**src/rtl/cmd_arbiter.sv**
```systemverilog
// cmd_arbiter: round-robin arbiter for 4 requesters feeding one command channel,
// sequencing START -> RD/WR -> ACK -> DONE. Optional ACK timeout: CMD_ARB_TIMEOUT_EN.
`default_nettype none

module cmd_arbiter #(
   parameter int               CNT_W       = 16,
   parameter logic [CNT_W-1:0] C_START_LEN = 16'h0008,
   parameter logic [CNT_W-1:0] C_XFER_LEN  = 16'h0010,
   parameter logic [CNT_W-1:0] C_ACK_TO    = 16'h00FF,
   parameter logic [7:0]       C_CMD_IDLE  = 8'h00,
   parameter logic [7:0]       C_CMD_START = 8'h80,
   parameter logic [7:0]       C_CMD_WR    = 8'h40,
   parameter logic [7:0]       C_CMD_RD    = 8'h20,
   parameter logic [7:0]       C_CMD_ACK   = 8'hFF
) (
   input  logic       clk,
   input  logic       Reset,
   input  logic       ena,
   input  logic [3:0] req,
   input  logic [3:0] req_wr,
   input  logic       ack_in,
   output logic [3:0] gnt,
   output logic [1:0] owner,
   output logic [7:0] cmd_type,
   output logic       busy,
   output logic [3:0] done,
   output logic       err
);

   typedef enum logic [2:0] {
      S_IDLE  = 3'd0,
      S_START = 3'd1,
      S_XFER  = 3'd2,
      S_ACK   = 3'd3,
      S_DONE  = 3'd4
   } state_t;

   // Zero-length phases still occupy one cycle.
   localparam logic [CNT_W-1:0] START_LAST = (C_START_LEN == '0) ? '0 : C_START_LEN - 1'b1;
   localparam logic [CNT_W-1:0] XFER_LAST  = (C_XFER_LEN  == '0) ? '0 : C_XFER_LEN  - 1'b1;

   state_t           state;
   logic [CNT_W-1:0] cnt;
   logic [1:0]       last;
   logic             wr;

   logic             win_found;
   logic [1:0]       win_idx;

   // Scan starts just after the previous owner; i==4 wraps back onto it.
   always_comb begin
      win_found = 1'b0;
      win_idx   = last;
      for (int i = 1; i <= 4; i++) begin
         logic [1:0] cand;
         cand = last + i[1:0];
         if (!win_found && req[cand]) begin
            win_found = 1'b1;
            win_idx   = cand;
         end
      end
   end

`ifdef CMD_ARB_TIMEOUT_EN
   localparam logic [CNT_W-1:0] ACK_LAST = (C_ACK_TO == '0) ? '0 : C_ACK_TO - 1'b1;
`else
   logic unused_ack_to;
   assign unused_ack_to = ^C_ACK_TO;
   assign err           = 1'b0;
`endif

   always_ff @(posedge clk) begin
      if (Reset) begin
         state    <= S_IDLE;
         gnt      <= 4'b0000;
         owner    <= 2'd0;
         cmd_type <= C_CMD_IDLE;
         busy     <= 1'b0;
         done     <= 4'b0000;
         cnt      <= '0;
         last     <= 2'd3;
         wr       <= 1'b0;
`ifdef CMD_ARB_TIMEOUT_EN
         err      <= 1'b0;
`endif
      end else begin
         done <= 4'b0000;
`ifdef CMD_ARB_TIMEOUT_EN
         err  <= 1'b0;
`endif
         case (state)
            S_IDLE: begin
               if (ena && win_found) begin
                  gnt      <= 4'b0001 << win_idx;
                  owner    <= win_idx;
                  wr       <= req_wr[win_idx];
                  cmd_type <= C_CMD_START;
                  cnt      <= '0;
                  busy     <= 1'b1;
                  state    <= S_START;
               end
            end
            S_START: begin
               if (cnt == START_LAST) begin
                  cnt      <= '0;
                  cmd_type <= wr ? C_CMD_WR : C_CMD_RD;
                  state    <= S_XFER;
               end else begin
                  cnt <= cnt + 1'b1;
               end
            end
            S_XFER: begin
               if (cnt == XFER_LAST) begin
                  cnt      <= '0;
                  cmd_type <= C_CMD_ACK;
                  state    <= S_ACK;
               end else begin
                  cnt <= cnt + 1'b1;
               end
            end
            S_ACK: begin
               if (ack_in) begin
                  cnt      <= '0;
                  cmd_type <= C_CMD_IDLE;
                  state    <= S_DONE;
`ifdef CMD_ARB_TIMEOUT_EN
               end else if (cnt == ACK_LAST) begin
                  cnt      <= '0;
                  err      <= 1'b1;
                  cmd_type <= C_CMD_IDLE;
                  state    <= S_DONE;
               end else begin
                  cnt <= cnt + 1'b1;
`endif
               end
            end
            S_DONE: begin
               done  <= 4'b0001 << owner;
               gnt   <= 4'b0000;
               busy  <= 1'b0;
               last  <= owner;
               state <= S_IDLE;
            end
            default: begin
               state    <= S_IDLE;
               gnt      <= 4'b0000;
               cmd_type <= C_CMD_IDLE;
               busy     <= 1'b0;
            end
         endcase
      end
   end

endmodule

`default_nettype wire

```
**config.mk**
```make
export PLATFORM = sky130hd
export DESIGN_NAME = cmd_arbiter
export DESIGN_NICKNAME = d
export VERILOG_FILES = /design/src/rtl/cmd_arbiter.sv
export SDC_FILE = /design/constraint.sdc
export NUM_CORES = 1
export LEC_CHECK = 0
export BUFFER_PORTS_ARGS = -buffer_cell sky130_fd_sc_hd__buf_2
export CORE_ASPECT_RATIO = 1.5
export CORE_MARGIN = 10
export CORE_UTILIZATION = 60
export CTS_CLUSTER_DIAMETER = 120
export DETAILED_ROUTE_END_ITERATION = 8
export GPL_ROUTABILITY_DRIVEN = 0
export HOLD_SLACK_MARGIN = 0.08
export PLACE_DENSITY = 0.88
export SLEW_MARGIN = 15
export SYNTH_ARGS = -nofsm -noshare
export SYNTH_HDL_FRONTEND = slang
export SYNTH_SLANG_ARGS = --single-unit
```
**constraint.sdc**
```tcl
create_clock -name clk -period 3.9 [get_ports clk]
set_input_delay 0.39 -clock clk [delete_from_list [all_inputs] [get_ports clk]]
set_output_delay 0.39 -clock clk [all_outputs]
set_load 0.01 [all_outputs]
```
==> out/results.txt, run 1 <==
Avg WL per Cell = 14.81 um
1st-pass router iterations = 5
Flop pwr share = 0.410
Crit. End Element = flop
Most used DFF post-synth = dfxtp_1
Total GRT Usage = 0.1548
Clock transition at path regs = 70 ps
drt via density = 5.755
full die area = 5908 sq um
Chip Width = 66.18 um
Sw Share = 0.3710
Comb power frac = 0.339
Clock H-tree levels = 2
Antenna Nets Post-Route = 0
f_max = 491.3 MHz
IO Count = 32
NumNets Final = 259
clock latency on the worst-skew pair = 290 ps
most common cell after layout, fill and taps aside = dfxtp_1
CTS Buf Count = 5
Yosys cell types = 54
PostCTS Resize Cnt = 0
Post-Route Skew = 4.002 ps
DIE HEIGHT = 89.27 um
Core Util, Final = 0.6820
Worst Max-Slew Pin Slew = 775.2 ps
final period utilization = 0.5220
CTS tree = yes
Mapped Nets = 237
Hold Path Cell Cnt = 2
slew margin rel. = 0.4832
RSZ-0062 raised after global routing = false
Final Critical Period = 2036 ps
layout cells sized above 1 = 0.2114
commonest non-fill, non-tap cells in the layout = dfxtp_1, buf_2, nor2_1
Crit Path Class = reg -> reg
Final Hold Fails = 0
footprint of the multi-input gates = 1065 sq um
max-slew violation count = 0
clock power share = 0.251
initial antenna violation count = 0
register area = 740.7 sq um
Area growth, synth to finish = 11.15%
sequential share of the synthesized area = 0.3859
VDD IR max = 0.4038 mV
grt total ovfl = 0
Antenna Cells = 0
HPWL Detailed = 3246 um
number of global-route vias before repair = 1623
CP Data Required Time = 4050 ps
Psw = 0.4329 mW
syn avg cell area = 8.607 sq um
clk root buf = clkbuf_8
final cell count without fillers = 286
Routed WL = 4237 um
Max Cap Viol = 0
residual DRC count = 0
crit start category = flop
Hold/Removal Path Class = reg -> reg
# rows = 25
Syn Inst Count = 223
synthesis-stage register bit count = 37
core footprint = 3128 sq um
dpl cells = 278
clk sinks = 37
Port Buffer Count = 30
Mapped Area = 1919 sq um
Initial Utilization = 0.6136
clk buf depth = 2
first-pass GRT wire length = 7265 um
Arrival @ worst endpoint = 2190 ps
Pwr Density = 546.9 nW/um^2
largest net degree at the start of global routing = 15
TNS Setup = 0 ps
total number of vias = 1646
worst reg2reg path depth = 5
setup bufs post-CTS = 0
status = finished clean
Leak = 0.8797 nW
Post-synth EDFFs = 0
internal power = 0.7339 mW
async set-reset flop share out of synthesis = 0
Crit Path Max Fanout = 14
Setup-failing EPs final = 0
YS warnings = 0
DRT iter0 DRCs = 94
# hold bufs at CTS = 0
Fillers = 285
[final timing paths]
| check | end | from | slack [ps] |
|---|---|---|---|
| max | cnt[3] | cnt[13] | 1860 |
| min | gnt[1] | gnt[1] | 460 |
| min reg2reg | gnt[1] | gnt[1] | 460 |
| max reg2reg | cnt[3] | cnt[13] | 1860 |
[area by class of cell]
cell class                 instances  area share
timing repair buffer              30     0.07038
multi-input combinational        164      0.4991
tap                               40     0.02346
inverter                           7     0.01232
sequential                        37      0.3472
clock inverter                     1    0.002346
clock buffer                       7     0.04516
[routing by layer]
metal,up-vias,GRT usage,part of all wire
li1,842,-,-
met1,744,0.1525,0.39
met2,50,0.2786,0.52
met3,10,0.05270,0.068
met4,0,0.07648,0.020
met5,-,0,0
[Yosys cell counts, drive strengths merged (2+ instances only)]
master / number / area [sq um]
nor3: 6 / 35.03
nor2: 29 / 111.4
or3: 5 / 36.28
nand3: 14 / 70.07
nand2: 25 / 93.84
buf: 11 / 72.57
a21oi: 11 / 55.05
a211oi: 4 / 35.03
o31ai: 2 / 28.78
mux2i: 2 / 20.02
o21ai: 3 / 15.01
nor4b: 2 / 17.52
clkbuf: 4 / 15.01
ha: 2 / 25.02
o32ai: 3 / 41.29
and4: 3 / 26.28
nor4: 4 / 37.53
nand4: 6 / 37.54
o2111ai: 2 / 17.52
and3: 4 / 25.02
xor2: 13 / 113.9
dfxtp: 37 / 740.7
nand3b: 2 / 15.01
xnor2: 2 / 17.52
nand2b: 4 / 25.02
inv: 6 / 22.52
[kinds of logic after synthesis]
group / count (synthesis) / share of synthesized area
XOR/XNOR: 15 / 0.06845
adder cells (fa/ha/maj): 2 / 0.01304
multiplexers: 2 / 0.01043
buffers and inverters: 22 / 0.05932
flip-flops: 37 / 0.3859
other: 1 / 0.001954
AO/OA/AOI/OAI: 36 / 0.1682
AND/OR/NAND/NOR: 108 / 0.2927
[worst max-delay path, cell delays in order (launching register included)]
cell and delay, ps:
dfxtp_1 350, nor4_1 300, nand3_1 170, o31a_1 400, o31ai_4 570, nor2_1 110
[stage by stage]
| stage | instance area [sq um] | power (mW) | setup slack, ps | hold WS (ps) |
|---|---|---|---|---|
| global placement | 2032 | 0.8738 | 1897 | 438.3 |
| CTS | 2133 | 1.178 | 1829 | 457.2 |
| finish | 2133 | 1.167 | 1864 | 455.2 |
| global route | 2133 | 1.250 | 1622 | 484.4 |
| floorplan | 1919 | 0.8091 | 2167 | 461.7 |
| detailed placement | 2032 | 0.8845 | 1841 | 447.0 |
[power by group through the flow]
stage	clock network [mW]	registers [mW]	logic, mW
after floorplan	0	0.469	0.340
after global placement	0	0.486	0.388
after detailed placement	0	0.488	0.397
after CTS	0.300	0.479	0.400
after global routing	0.320	0.487	0.443
final	0.293	0.479	0.395
[state kept, by name, indices dropped and copies added, names as in the netlist]
signal and count:
cmd_type 4, done 4, last 2, owner 2, busy 1, wr 1
gnt 4, cnt 16, state 3
(Power assumes the default switching activity.)
==> run 2, diff against run 1 <==
--- a/config.mk
+++ b/config.mk
@@ -8,12 +8,12 @@
 export BUFFER_PORTS_ARGS = -buffer_cell sky130_fd_sc_hd__buf_2
 export CORE_ASPECT_RATIO = 1.5
 export CORE_MARGIN = 10
-export CORE_UTILIZATION = 60
+export CORE_UTILIZATION = 50
 export CTS_CLUSTER_DIAMETER = 120
 export DETAILED_ROUTE_END_ITERATION = 8
 export GPL_ROUTABILITY_DRIVEN = 0
 export HOLD_SLACK_MARGIN = 0.08
-export PLACE_DENSITY = 0.88
+export PLACE_DENSITY = 0.79
 export SLEW_MARGIN = 15
 export SYNTH_ARGS = -nofsm -noshare
 export SYNTH_HDL_FRONTEND = slang
==> constraint.sdc (replaced) <==
create_clock -name clk -period 1.65 [get_ports clk]
set_input_delay 0.165 -clock clk [delete_from_list [all_inputs] [get_ports clk]]
set_output_delay 0.165 -clock clk [all_outputs]
set_load 0.01 [all_outputs]
==> run 2 against run 1 <==
  * The flow now finishes with violations (negative setup slack)
  * Die area up 15%
  * Clock power up 110%
  * Cell count up 15%
  * Critical endpoint is now cmd_type[7]
  * Flip-flop and latch count unchanged
==> out/results.txt, run 2 (synthesized netlist as in run 1, its figures left out) <==
slew margin rel. = 0.6424
Area growth, synth to finish = 28.68%
most common cell after layout, fill and taps aside = buf_4
HPWL Detailed = 3706 um
Final Critical Period = 1770 ps
Leak = 1.079 nW
number of global-route vias before repair = 1820
residual DRC count = 0
pre-CTS setup slack = -184.9 ps
R2R Setup Slk = -120 ps
Antenna Nets Post-Route = 0
Antenna Cells = 0
Crit Path Class = reg -> reg
clk root buf = clkbuf_8
Final Cell Area = 2470 sq um
HP Start = Reset
final period utilization = 1.072
Avg WL per Cell = 15.23 um
Hold Path Cell Cnt = 2
Routed WL = 4997 um
Initial Utilization = 0.5212
final cell count without fillers = 328
Crit. End Element = flop
Final Power = 3.078 mW
drt via density = 5.549
grt total ovfl = 0
Arrival @ worst endpoint = 1950 ps
reg-to-reg startpoint = cnt[5]
core footprint = 3682 sq um
Max Cap Viol = 0
RSZ-0062 raised after global routing = true
Largest Register = cnt
layout cells sized above 1 = 0.3649
Total GRT Usage = 0.1480
Clock H-tree levels = 2
initial antenna violation count = 0
Hold/Removal Path Class = in -> reg
Clock transition at path regs = 80 ps
max reg flops = 16
Post-Route Skew = 9.814 ps
full die area = 6768 sq um
Port Buffer Count = 30
DIE HEIGHT = 95.88 um
Worst Setup Slack, final = -119.6 ps
placed cell area = 2313 sq um
VDD IR max = 0.9358 mV
DRT iter0 DRCs = 162
1st-pass router iterations = 4
Hold EP = cnt[1]
worst reg2reg path depth = 6
first-pass GRT wire length = 8155 um
clk sinks = 37
crit start category = flop
max-slew violation count = 0
IO Count = 32
commonest non-fill, non-tap cells in the layout = buf_4, dfxtp_1, buf_2
Setup-failing EPs final = 21
Chip Width = 70.59 um
f_max = 565.1 MHz
Fillers = 309
status = finished, violations left
dpl cells = 316
Worst Max-Slew Pin Slew = 532.3 ps
Final Hold Fails = 0
tightest hold margin = 229.4 ps
largest net degree at the start of global routing = 15
CP Data Required Time = 1830 ps
R2R Path End = cmd_type[7]
failing checks = negative setup slack
Pwr Density = 1246 nW/um^2
total number of vias = 1820
CTS tree = yes
clock latency on the worst-skew pair = 300 ps
Crit Path Max Fanout = 7
CTS Buf Count = 5
clk buf depth = 2
NumNets Final = 298
# rows = 27
# hold bufs at CTS = 0
==> run 2: worst max-delay path by stage <==
stage	start	to	slack [ps]	cells past startpoint
2_1_floorplan	cnt[5]	cmd_type[4]	-40	6
3_3_place_gp	cnt[5]	cmd_type[4]	-160	5
3_5_place_dp	cnt[5]	state[1]	-180	6
4_1_cts	cnt[9]	cmd_type[4]	-100	5
5_1_grt	cnt[11]	cmd_type[5]	-220	6
6_report	cnt[5]	cmd_type[7]	-120	6
==> run 2: layout make-up <==
| cell class | instances | area, sq um | area share |
|---|---|---|---|
| well taps | 43 | 53.80 | 0.02178 |
| inverters | 7 | 26.28 | 0.01064 |
| repair buffers | 69 | 452.9 | 0.1834 |
| clock buffers | 5 | 68.82 | 0.02786 |
| flip-flops and latches | 37 | 749.5 | 0.3034 |
| clock inverters | 3 | 17.52 | 0.007092 |
| multi-input cells | 164 | 1101 | 0.4458 |
==> run 2: metal layers <==
metal  vias up  wire length (um)  GRT usage
li1        913                 -          -
met1       851              1924     0.1361
met2        42              2709     0.2868
met3        14               210    0.03811
met4         0               152    0.08576
met5         -                 0          0
==> run 2: repair_timing <==
item	CTS	global route
setup buffers	2	1
pin swaps	3	2
endpoints found under the setup margin	21	24
resized for setup	10	4
cloned	1	0
==> run 2: report_power, final <==
part           switching, mW  internal, mW
combinational          0.727         0.628
clock                  0.335         0.291
sequential            0.0921          1.01
total                   1.15          1.92
==> run 2: critical path: stages (launching register included) <==
cell and delay (ps):
dfxtp_2 330, nor4_2 270, nand3_1 170, o31a_1 370
buf_4 190, o31ai_2 240, a21oi_1 100
==> run 2: through the flow <==
step | util | TNS (ps)
4_1_cts | 0.6646 | -1208
5_1_grt | 0.6707 | -3357
6_report | 0.6707 | -1552
3_3_place_gp | 0.6283 | -2525
3_5_place_dp | 0.6283 | -2549
2_1_floorplan | - | -167.9
